## src/rtl/rgb_seq_pkg.sv

```systemverilog
// ============================================================================
// Module   : rgb_seq_pkg
// Brief    : Shared phase constants, channel lookups and default timing for
//            the rainbow LED colour-wheel sequencer.
// Revision : 1.0 - initial release
// ============================================================================
`default_nettype none

package rgb_seq_pkg;

    // Channel vectors are ordered {B, G, R}: bit 0 = R, bit 1 = G, bit 2 = B
    typedef logic [2:0] rgb_t;

    localparam logic [1:0] PH0 = 2'd0;
    localparam logic [1:0] PH1 = 2'd1;
    localparam logic [1:0] PH2 = 2'd2;

    localparam int DEBOUNCE_CYC_DEF = 1_000_000;
    localparam int WDOG_CYC_DEF     = 48_000_000;

    function automatic rgb_t up_mask(input logic [1:0] ph);
        rgb_t m;
        case (ph)
            PH0:     m = 3'b001;
            PH1:     m = 3'b010;
            PH2:     m = 3'b100;
            default: m = 3'b000;
        endcase
        return m;
    endfunction

    // The illegal encoding darkens every channel for its single cycle
    function automatic rgb_t dark_mask(input logic [1:0] ph);
        rgb_t m;
        case (ph)
            PH0:     m = 3'b010;
            PH1:     m = 3'b100;
            PH2:     m = 3'b001;
            default: m = 3'b111;
        endcase
        return m;
    endfunction

endpackage

`default_nettype wire

```

## src/rtl/rgb_seq_if.sv

```systemverilog
// ============================================================================
// Module   : rgb_seq_if
// Brief    : Channel status/PWM inputs, LED/flag outputs and button signals
//            between the sequencer and its surroundings.
// Revision : 1.0 - initial release
// ============================================================================
`default_nettype none

interface rgb_seq_if;

    logic       BTN;
    logic       STT_R, STT_G, STT_B;
    logic       PWM_R, PWM_G, PWM_B;
    logic       FLAG_R, FLAG_G, FLAG_B;
    logic       LED_R, LED_G, LED_B;
    logic       BP;
    logic [1:0] PHASE;
    logic       WDOG_HIT;

    modport master (
        output BTN, STT_R, STT_G, STT_B, PWM_R, PWM_G, PWM_B,
        input  FLAG_R, FLAG_G, FLAG_B, LED_R, LED_G, LED_B, BP, PHASE, WDOG_HIT
    );

    modport slave (
        input  BTN, STT_R, STT_G, STT_B, PWM_R, PWM_G, PWM_B,
        output FLAG_R, FLAG_G, FLAG_B, LED_R, LED_G, LED_B, BP, PHASE, WDOG_HIT
    );

endinterface

`default_nettype wire

```

## src/rtl/btn_debounce.sv

```systemverilog
// ============================================================================
// Module   : btn_debounce
// Brief    : Two-flop synchronizer, stability counter and one-cycle press
//            pulse for an asynchronous active-high button.
// Revision : 1.0 - initial release
// ============================================================================
`default_nettype none

module btn_debounce #(
    parameter int DEBOUNCE_CYC = 1_000_000
) (
    input  wire logic clk,
    input  wire logic rst_n,
    input  wire logic i_btn,
    output logic      o_bp
);

    localparam int                 c_cnt_w   = (DEBOUNCE_CYC > 1) ? $clog2(DEBOUNCE_CYC) : 1;
    localparam logic [c_cnt_w-1:0] c_cnt_max = c_cnt_w'(DEBOUNCE_CYC - 1);

    logic               sync1_q, sync2_q;
    logic               acc_q, acc_d;
    logic               acc_prev_q;
    logic               bp_q, bp_d;
    logic [c_cnt_w-1:0] cnt_q, cnt_d;

    always_comb begin
        acc_d = acc_q;
        cnt_d = '0;
        bp_d  = acc_q & ~acc_prev_q;
        // Count only while the synchronized level disagrees with the accepted one
        if (sync2_q != acc_q) begin
            if (cnt_q == c_cnt_max) begin
                acc_d = sync2_q;
            end else begin
                cnt_d = cnt_q + c_cnt_w'(1);
            end
        end
    end

    always_ff @(posedge clk or negedge rst_n) begin
        if (!rst_n) begin
            sync1_q    <= 1'b0;
            sync2_q    <= 1'b0;
            acc_q      <= 1'b0;
            acc_prev_q <= 1'b0;
            bp_q       <= 1'b0;
            cnt_q      <= '0;
        end else begin
            sync1_q    <= i_btn;
            sync2_q    <= sync1_q;
            acc_q      <= acc_d;
            acc_prev_q <= acc_q;
            bp_q       <= bp_d;
            cnt_q      <= cnt_d;
        end
    end

    assign o_bp = bp_q;

endmodule

`default_nettype wire

```

## src/rtl/rgb_sequencer.sv

```systemverilog
// ============================================================================
// Module   : rgb_sequencer
// Brief    : 3-phase colour-wheel crossfade sequencer for the RGB breathing
//            channels, with debounced speed button. Optional watchdog advance
//            is compiled in with RGB_SEQ_WATCHDOG_EN.
// Revision : 1.0 - initial release
// ============================================================================
`default_nettype none

module rgb_sequencer
    import rgb_seq_pkg::*;
#(
    parameter int DEBOUNCE_CYC = DEBOUNCE_CYC_DEF,
    parameter int WDOG_CYC     = WDOG_CYC_DEF
) (
    input  wire logic   CLK,
    input  wire logic   RST_N,
    rgb_seq_if.slave    bus
);

    logic [1:0] phase_q, phase_d;
    rgb_t       flag_q, flag_d;
    rgb_t       led_q, led_d;
    rgb_t       stt_prev_q;
    rgb_t       w_stt, w_pwm;
    logic       w_edge, w_advance, w_wdog_fire;

    assign w_stt = {bus.STT_B, bus.STT_G, bus.STT_R};
    assign w_pwm = {bus.PWM_B, bus.PWM_G, bus.PWM_R};

    always_comb begin
        w_edge    = |(w_stt & ~stt_prev_q & up_mask(phase_q));
        w_advance = w_edge | w_wdog_fire;
        phase_d   = phase_q;
        if (phase_q > PH2) begin
            phase_d = PH0;
        end else if (w_advance) begin
            phase_d = (phase_q == PH2) ? PH0 : phase_q + 2'd1;
        end
        flag_d = up_mask(phase_d);
        led_d  = w_pwm & ~dark_mask(phase_q);
    end

    always_ff @(posedge CLK or negedge RST_N) begin
        if (!RST_N) begin
            phase_q    <= PH0;
            flag_q     <= 3'b001;
            led_q      <= '0;
            stt_prev_q <= '0;
        end else begin
            phase_q    <= phase_d;
            flag_q     <= flag_d;
            led_q      <= led_d;
            stt_prev_q <= w_stt;
        end
    end

`ifdef RGB_SEQ_WATCHDOG_EN
    localparam int                  c_wdog_w   = (WDOG_CYC > 1) ? $clog2(WDOG_CYC) : 1;
    localparam logic [c_wdog_w-1:0] c_wdog_max = c_wdog_w'(WDOG_CYC - 1);

    logic [c_wdog_w-1:0] wdog_cnt_q, wdog_cnt_d;
    logic                wdog_hit_q, wdog_hit_d;

    always_comb begin
        w_wdog_fire = (wdog_cnt_q == c_wdog_max);
        wdog_cnt_d  = (w_edge | w_wdog_fire) ? '0 : wdog_cnt_q + c_wdog_w'(1);
        wdog_hit_d  = wdog_hit_q | w_wdog_fire;
    end

    always_ff @(posedge CLK or negedge RST_N) begin
        if (!RST_N) begin
            wdog_cnt_q <= '0;
            wdog_hit_q <= 1'b0;
        end else begin
            wdog_cnt_q <= wdog_cnt_d;
            wdog_hit_q <= wdog_hit_d;
        end
    end

    assign bus.WDOG_HIT = wdog_hit_q;
`else
    assign w_wdog_fire  = 1'b0;
    assign bus.WDOG_HIT = 1'b0;
`endif

    btn_debounce #(
        .DEBOUNCE_CYC (DEBOUNCE_CYC)
    ) u_btn_debounce (
        .clk   (CLK),
        .rst_n (RST_N),
        .i_btn (bus.BTN),
        .o_bp  (bus.BP)
    );

    assign bus.PHASE  = phase_q;
    assign bus.FLAG_R = flag_q[0];
    assign bus.FLAG_G = flag_q[1];
    assign bus.FLAG_B = flag_q[2];
    assign bus.LED_R  = led_q[0];
    assign bus.LED_G  = led_q[1];
    assign bus.LED_B  = led_q[2];

endmodule

`default_nettype wire

```

## src/flat_wrapper.sv

```systemverilog
// flat-port wrapper written by rule: the top's interface ports become plain ports
module rgb_sequencer_flat import rgb_seq_pkg::*;
#(
    parameter int DEBOUNCE_CYC = DEBOUNCE_CYC_DEF,
    parameter int WDOG_CYC     = WDOG_CYC_DEF
)
  (CLK, RST_N, bus_BTN, bus_STT_R, bus_STT_G, bus_STT_B, bus_PWM_R, bus_PWM_G, bus_PWM_B, bus_FLAG_R, bus_FLAG_G, bus_FLAG_B, bus_LED_R, bus_LED_G, bus_LED_B, bus_BP, bus_PHASE, bus_WDOG_HIT);
  rgb_seq_if bus_i ();
  input  wire logic CLK;
  input  wire logic RST_N;
  input wire logic [$bits(bus_i.BTN)-1:0] bus_BTN;
  input wire logic [$bits(bus_i.STT_R)-1:0] bus_STT_R;
  input wire logic [$bits(bus_i.STT_G)-1:0] bus_STT_G;
  input wire logic [$bits(bus_i.STT_B)-1:0] bus_STT_B;
  input wire logic [$bits(bus_i.PWM_R)-1:0] bus_PWM_R;
  input wire logic [$bits(bus_i.PWM_G)-1:0] bus_PWM_G;
  input wire logic [$bits(bus_i.PWM_B)-1:0] bus_PWM_B;
  output wire logic [$bits(bus_i.FLAG_R)-1:0] bus_FLAG_R;
  output wire logic [$bits(bus_i.FLAG_G)-1:0] bus_FLAG_G;
  output wire logic [$bits(bus_i.FLAG_B)-1:0] bus_FLAG_B;
  output wire logic [$bits(bus_i.LED_R)-1:0] bus_LED_R;
  output wire logic [$bits(bus_i.LED_G)-1:0] bus_LED_G;
  output wire logic [$bits(bus_i.LED_B)-1:0] bus_LED_B;
  output wire logic [$bits(bus_i.BP)-1:0] bus_BP;
  output wire logic [$bits(bus_i.PHASE)-1:0] bus_PHASE;
  output wire logic [$bits(bus_i.WDOG_HIT)-1:0] bus_WDOG_HIT;
  assign bus_i.BTN = bus_BTN;
  assign bus_i.STT_R = bus_STT_R;
  assign bus_i.STT_G = bus_STT_G;
  assign bus_i.STT_B = bus_STT_B;
  assign bus_i.PWM_R = bus_PWM_R;
  assign bus_i.PWM_G = bus_PWM_G;
  assign bus_i.PWM_B = bus_PWM_B;
  assign bus_FLAG_R = bus_i.FLAG_R;
  assign bus_FLAG_G = bus_i.FLAG_G;
  assign bus_FLAG_B = bus_i.FLAG_B;
  assign bus_LED_R = bus_i.LED_R;
  assign bus_LED_G = bus_i.LED_G;
  assign bus_LED_B = bus_i.LED_B;
  assign bus_BP = bus_i.BP;
  assign bus_PHASE = bus_i.PHASE;
  assign bus_WDOG_HIT = bus_i.WDOG_HIT;
  rgb_sequencer #(.DEBOUNCE_CYC(DEBOUNCE_CYC), .WDOG_CYC(WDOG_CYC)) u_core (.CLK(CLK), .RST_N(RST_N), .bus(bus_i));
endmodule
```

## config.mk

```make
export PLATFORM = sky130hd
export DESIGN_NAME = rgb_sequencer_flat
export DESIGN_NICKNAME = d
export VERILOG_FILES = /design/src/rtl/rgb_seq_pkg.sv /design/src/rtl/rgb_seq_if.sv /design/src/rtl/btn_debounce.sv /design/src/rtl/rgb_sequencer.sv /design/src/flat_wrapper.sv
export SDC_FILE = /design/constraint.sdc
export NUM_CORES = 1
export LEC_CHECK = 0
export CAP_MARGIN = 40
export CORE_UTILIZATION = 55
export DETAILED_ROUTE_END_ITERATION = 8
export PLACE_DENSITY_LB_ADDON = 0.15
export SLEW_MARGIN = 40
export SYNTH_ARGS = -nofsm -noshare
export SYNTH_HDL_FRONTEND = slang
export SYNTH_HIERARCHICAL = 1
export SYNTH_SLANG_ARGS = --single-unit
export TNS_END_PERCENT = 100
```

## constraint.sdc

```tcl
create_clock -name CLK -period 2.35 [get_ports CLK]
set_clock_uncertainty 0.2 [all_clocks]
set_input_delay 0.235 -clock CLK [delete_from_list [all_inputs] [get_ports CLK]]
set_output_delay 0.235 -clock CLK [all_outputs]
set_load 0.1 [all_outputs]
```

# Word-level counts from Yosys, hierarchy flattened
# Index checks and enable logic that the tools add are counted.
# classes
n_addsub	2
n_lt_le_gt_ge	1
eq_ne	6
n_mux	8
n_bitwise	7
n_reduce_logical	4
# op_table
op	count
$mux W20	2
$pmux W3 S3	3
$add A20 B1 Y20 const B	1
$eq A20 B20 Y1 const B	1
$and A3 B3 Y3	3
$mux W2	3
$not A3 Y3	2
$eq A2 B1 Y1 const B	2
$eq A2 B2 Y1 const B	2
$logic_not A2 Y1	2
$reduce_or A3 Y1	1
$add A2 B1 Y2 const B	1
$gt A2 B2 Y1 const B	1
$reduce_and A2 Y1	1
$and A1 B1 Y1	1
$ne A1 B1 Y1	1
$not A1 Y1	1
# totals
ff_bits	36
input_bits	9
output_inout_bits	10
elab_cells	38

# Longest topological paths before layout
# logic_depth
ltp_word	8
depth_mapped	6
ltp_nobuf	5

# Hierarchy
# The synthesis kept the hierarchy.
# modules_own_cells
module	n_inst	cells_per_inst	area_per_inst_um2	seq_area_each_um2
btn_debounce	1	109	1171.1	625.6
rgb_sequencer	1	44	588.1	276.5

# Least setup slack after synthesis
# No wires, ideal clock.
# synth_timing
path_type	flip-flop to flip-flop
from	reg u_core.phase_q[0] (netlist: u_core/bus.PHASE[0])
to	reg u_core.phase_q[1] (netlist: u_core/bus.PHASE[1])
setup_ns	0.068
arrival_time_ns	1.960
required_ns	2.082
setup_slack_ns	0.122
stages_incl_launch_ff	6
path_buffers	0
period_less_slack_ns	2.228
path_cell_list	dfrtp_1 -> inv_1 -> ha_1 -> nand3b_4 -> and3_4 -> a31o_1
# synth_between
elab_chain_len	6
elab_cells_between_ends	11
cone_classes	add/sub (1); order compare (1); eq/ne (2); mux (4); bitwise (1); reduce/logical (2)
# synth_rtl
element	line_no	text
start, declared	rgb_sequencer.sv:21	logic [1:0] phase_q, phase_d;
start signal, assigned	rgb_sequencer.sv:51	phase_q <= phase_d;
$eq A2 B2 Y1, or another cell as far along	rgb_seq_pkg.sv:23, rgb_sequencer.sv:38	
$pmux W3 S3	rgb_seq_pkg.sv:23	case (ph)
$and A3 B3 Y3	rgb_sequencer.sv:32	w_edge = |(w_stt & ~stt_prev_q & up_mask(phase_q));
$reduce_or A3 Y1	rgb_sequencer.sv:32	
$mux W2	rgb_sequencer.sv:37	end else if (w_advance) begin
$mux W2 (*)	rgb_sequencer.sv:35	if (phase_q > PH2) begin
via u_core.phase_d[1]	rgb_sequencer.sv:21	
# Mark *: on every way through the listed nets, which the timed path passes. The rest lies on a longest branch.
# A chain may end at the register's enable or synchronous reset.

# Worst setup path after layout
# layout_timing
from	reg u_core.u_btn_debounce.cnt_q[0]
to	reg u_core.u_btn_debounce.cnt_q[18]
# layout_between
elab_chain_len	3
elab_cells_between_ends	4
cone_classes	add/sub (1); eq/ne (1); mux (2)
# layout_rtl
element	line_no	text
start, declared	btn_debounce.sv:25	logic [c_cnt_w-1:0] cnt_q, cnt_d;
start signal, assigned	btn_debounce.sv:55	cnt_q <= cnt_d;
$add A20 B1 Y20 or $eq A20 B20 Y1 (tied branches)	btn_debounce.sv:36, btn_debounce.sv:33	
$mux W20 (*)	btn_debounce.sv:33	if (cnt_q == c_cnt_max) begin
$mux W20 (*)	btn_debounce.sv:32	if (sync2_q != acc_q) begin
via u_core.u_btn_debounce.cnt_d[18]	btn_debounce.sv:25	
# Marks and branches as above.

==> run_summary.xml <==
<?xml version="1.0" encoding="UTF-8"?>
<metrics>
  <group name="run_status">
    <metric name="result_of_the_run" unit="">complete, no violations</metric>
  </group>
  <group name="pwr">
    <metric name="power_switching_share" unit="">0.440</metric>
    <metric name="internal_power" unit="uW">1130</metric>
    <metric name="power-per-cell-area" unit="mW/mm^2">988</metric>
    <metric name="power.static_leakage" unit="uW">0.000915</metric>
    <metric name="power_frac_clock" unit="">0.214</metric>
    <metric name="power_frac_comb" unit="">0.418</metric>
    <metric name="power.share.sequential" unit="">0.367</metric>
    <metric name="vdd_drop_max" unit="V">0.000999</metric>
    <metric name="power_switching" unit="uW">884</metric>
  </group>
  <group name="drt">
    <metric name="vias" unit="">1241</metric>
    <metric name="final_antenna_net_count" unit="">0</metric>
    <metric name="dr.pass1.iters" unit="">4</metric>
    <metric name="drt-vias-per-instance" unit="">5.64</metric>
    <metric name="detail_route.drc_violations" unit="">0</metric>
    <metric name="drc_violation_total_after_the_first_tritonroute_iteration" unit="">67</metric>
    <metric name="totalWireLength" unit="um">3150</metric>
    <metric name="routed_wire_length_per_instance" unit="um">14.3</metric>
  </group>
  <group name="clock_network">
    <metric name="insertion_delay" unit="ns">0.34</metric>
    <metric name="clk_path_buf_depth" unit="">2</metric>
    <metric name="cts_buffers" unit="">5</metric>
    <metric name="tritoncts_num_sinks" unit="">36</metric>
    <metric name="clock_pin_slew_reported_for_the_worst_setup_and_hold_paths_after_clock_tree_synthesis" unit="ns">0.11</metric>
    <metric name="cts_setup_buffers" unit="">0</metric>
    <metric name="cts_hold_buf" unit="">0</metric>
    <metric name="tritoncts" unit="">built</metric>
    <metric name="cts_resized" unit="">0</metric>
    <metric name="clk_root_buffer_cell" unit="">sky130_fd_sc_hd__clkbuf_4</metric>
    <metric name="cts-htree-levels" unit="">2</metric>
  </group>
  <group name="final_layout">
    <metric name="drive_gt1_frac" unit="">0.170</metric>
    <metric name="syn2layout_area_growth" unit="%">15.6</metric>
    <metric name="fin_nets" unit="">191</metric>
    <metric name="n_antenna_cell" unit="">0</metric>
  </group>
  <group name="worst_setup_path">
    <metric name="path_max_fanout" unit="">7</metric>
    <metric name="worst-r2r-setup-slack" unit="ns">0.22</metric>
    <metric name="worst_r2r_path_depth" unit="">5</metric>
    <metric name="timing.critical_path.required" unit="ns">2.42</metric>
    <metric name="path_class" unit="">reg2reg</metric>
    <metric name="worstSetupStartpointType" unit="">flop</metric>
    <metric name="data_arrival_time_of_the_worst_path" unit="ns">2.19</metric>
    <metric name="worst_r2r_startpoint" unit="">u_core/u_btn_debounce/cnt_q[0]</metric>
    <metric name="endpoint_kind" unit="">flop</metric>
    <metric name="critical_path.reg2reg.endpoint" unit="">u_core/u_btn_debounce/cnt_q[18]</metric>
  </group>
  <group name="synthesis">
    <metric name="synthesis.instances" unit="">153</metric>
    <metric name="synth_async_sr_flop_share" unit="">1.00</metric>
    <metric name="seq_area_frac_synth" unit="">0.513</metric>
    <metric name="ys_types" unit="">36</metric>
    <metric name="mappedNetlistArea" unit="sq mm">0.00176</metric>
    <metric name="post_synth.cell_area_avg" unit="sq um">11.5</metric>
    <metric name="dominantRegCellSynth" unit="">sky130_fd_sc_hd__dfrtp_1</metric>
    <metric name="top_area_cell_type_share_of_the_netlist_area" unit="">0.498</metric>
    <metric name="post_synth_most_frequent_cells" unit="">35 x sky130_fd_sc_hd__dfrtp_1, 15 x sky130_fd_sc_hd__nor2_1, 8 x sky130_fd_sc_hd__nand2_1, 8 x sky130_fd_sc_hd__xor2_1</metric>
    <metric name="post-synth-top-count-cell" unit="">sky130_fd_sc_hd__dfrtp_1</metric>
    <metric name="synth_warnings" unit="">6</metric>
    <metric name="postSynthRegisterBits" unit="">36</metric>
    <metric name="synth.net_count" unit="">169</metric>
    <metric name="yosys_top_cell_by_area" unit="">sky130_fd_sc_hd__dfrtp_1</metric>
    <metric name="edff_count_synth" unit="">0</metric>
    <metric name="synth.top_cells.by_area" unit="">sky130_fd_sc_hd__dfrtp_1 50%, sky130_fd_sc_hd__ha_1 5.0%, sky130_fd_sc_hd__xor2_1 4.0%</metric>
  </group>
  <group name="global_route">
    <metric name="grt_start_max_net_pins" unit="">37</metric>
    <metric name="gr-total-overflow" unit="">0</metric>
    <metric name="grt_pass1_vias" unit="">1284</metric>
    <metric name="grt_use_total" unit="">0.219</metric>
    <metric name="first_pass_grt_wire_length" unit="um">5580</metric>
    <metric name="grt_antenna_before_repair" unit="">0</metric>
  </group>
  <group name="timing">
    <metric name="post_route_hold_slack" unit="ns">0.0899</metric>
    <metric name="finalSetupViolations" unit="">0</metric>
    <metric name="finalHoldViolCount" unit="">0</metric>
    <metric name="final.setup.tns" unit="ns">0</metric>
    <metric name="final_cycle_utilization_of_the_critical_path" unit="">0.905</metric>
    <metric name="rsz0062_at_grt" unit="">false</metric>
    <metric name="maxClockFrequency" unit="MHz">470</metric>
    <metric name="finalWorstPathRequiredPeriod" unit="ns">2.13</metric>
    <metric name="timing.final.ws_setup" unit="ns">0.223</metric>
    <metric name="finalMaxSlewViolations" unit="">0</metric>
  </group>
  <group name="floorplan">
    <metric name="die-area" unit="sq mm">0.00343</metric>
    <metric name="die_w" unit="um">58.6</metric>
    <metric name="core.rowCount" unit="">20</metric>
    <metric name="io_pins" unit="">19</metric>
    <metric name="initial_core_util" unit="">0.576</metric>
    <metric name="dieHeight" unit="um">58.6</metric>
    <metric name="placeableCoreArea" unit="sq mm">0.00305</metric>
  </group>
  <group name="place">
    <metric name="place_congestion" unit="">0.818</metric>
    <metric name="dp_hpwl" unit="um">2240</metric>
    <metric name="buffer_ports.inserted" unit="">17</metric>
    <metric name="dpl_worst_slack" unit="ns">0.244</metric>
  </group>
  <group name="job">
    <metric name="maxCapViolations" unit="">0</metric>
  </group>
  <group name="worst_hold_path">
    <metric name="hold_class" unit="">in2async</metric>
  </group>
</metrics>
[critical path, stage by stage, from the launching register on]
cell and delay (ns):
sky130_fd_sc_hd__dfrtp_1 0.39, sky130_fd_sc_hd__ha_1 0.22, sky130_fd_sc_hd__nand2_1 0.17, sky130_fd_sc_hd__or3_1 0.48
sky130_fd_sc_hd__or4_1 0.42, sky130_fd_sc_hd__a21oi_1 0.17
[cells in the final DEF (no fill, tap or decap), types with 2 or more instances in the layout]
cell type | Yosys | layout
sky130_fd_sc_hd__o31ai_2 | 2 | 2
sky130_fd_sc_hd__o31ai_1 | 2 | 2
sky130_fd_sc_hd__nand4_1 | 4 | 4
sky130_fd_sc_hd__nand2_1 | 8 | 8
sky130_fd_sc_hd__dfrtp_1 | 35 | 35
sky130_fd_sc_hd__or4_1 | 3 | 3
sky130_fd_sc_hd__nand2b_1 | 2 | 2
sky130_fd_sc_hd__o21ai_0 | 4 | 4
sky130_fd_sc_hd__nor3b_1 | 4 | 4
sky130_fd_sc_hd__inv_1 | 3 | 3
sky130_fd_sc_hd__or3_1 | 5 | 5
sky130_fd_sc_hd__nand3_1 | 7 | 7
sky130_fd_sc_hd__clkdlybuf4s50_1 | 0 | 8
sky130_fd_sc_hd__a31o_1 | 2 | 2
sky130_fd_sc_hd__nand3b_4 | 3 | 3
sky130_fd_sc_hd__xnor2_1 | 5 | 5
sky130_fd_sc_hd__and4_1 | 4 | 4
sky130_fd_sc_hd__and3_1 | 4 | 4
sky130_fd_sc_hd__nor4b_1 | 2 | 2
sky130_fd_sc_hd__nor4_1 | 2 | 2
sky130_fd_sc_hd__nor2_1 | 15 | 15
sky130_fd_sc_hd__ha_1 | 7 | 7
sky130_fd_sc_hd__a31oi_1 | 2 | 2
sky130_fd_sc_hd__buf_4 | 1 | 11
sky130_fd_sc_hd__a21oi_1 | 6 | 6
sky130_fd_sc_hd__clkbuf_4 | 0 | 5
sky130_fd_sc_hd__xor2_1 | 8 | 8
[kinds of logic after synthesis]
family | after synthesis | synth area share
and+or+nand+nor | 68 | 0.252
DFF | 36 | 0.513
adders and majority gates | 7 | 0.0498
AOI/OAI and AO/OA | 20 | 0.0932
xor gates and xnor gates | 13 | 0.0647
other | 1 | 0.00213
muxes | 1 | 0.00640
buffers and inverters | 7 | 0.0192
[area by class of cell]
type | count | area, sq um
Fill cell | 253 | 1020
Inverter | 3 | 11.3
Clock buffer | 5 | 37.5
Clock inverter | 3 | 42.5
Tap cell | 44 | 55.1
Timing Repair Buffer | 19 | 163
Multi-Input combinational cell | 110 | 823
Sequential cell | 36 | 902
[worst max path at each step]
stage / from / endpoint / slack, ns / cells after the start
2_1_floorplan: u_core/bus.PHASE[0] / u_core/bus.PHASE[1] / 0.12 / 5
3_3_place_gp: u_core/u_btn_debounce/cnt_q[0] / u_core/u_btn_debounce/cnt_q[18] / 0.34 / 5
3_5_place_dp: u_core/u_btn_debounce/cnt_q[0] / u_core/u_btn_debounce/cnt_q[18] / 0.24 / 5
4_1_cts: u_core/u_btn_debounce/cnt_q[0] / u_core/u_btn_debounce/cnt_q[18] / 0.22 / 5
5_1_grt: u_core/u_btn_debounce/cnt_q[0] / u_core/u_btn_debounce/cnt_q[18] / 0.05 / 5
6_report: u_core/u_btn_debounce/cnt_q[0] / u_core/u_btn_debounce/cnt_q[18] / 0.22 / 5
[power by group through the flow]
stage,clock (uW),combinational [uW],sequential [uW]
floorplan,0,247,1170
global placement,0,830,748
detailed placement,0,840,749
CTS,443,844,739
global route,468,883,749
finish,431,841,738
[sequential cells by signal (all words and copies together) (netlist names), 2 cells and up]
| signal | count |
|---|---|
| u_core/bus.PHASE | 2 |
| u_core/flag_q | 3 |
| u_core/stt_prev_q | 3 |
| u_core/u_btn_debounce/cnt_q | 20 |
| u_core/led_q | 3 |
[through the flow]
stage	utilization	instances	power, uW	cell area (sq um)
CTS	0.666	220	2030	2030
global route	0.666	220	2100	2030
detailed placement	0.640	212	1590	1950
finish	0.666	220	2010	2030
global placement	0.640	212	1580	1950
floorplan	-	153	1410	1760
[layer usage]
metal  routed length [um]  vias to the layer above  track usage
met2                 1650                       35        0.353
met4                   63                        0        0.119
li1                     -                      591            -
met3                  132                        7       0.0571
met5                    0                        -            0
met1                 1310                      608        0.269
No activity file was read; power rests on OpenSTA's default activity.
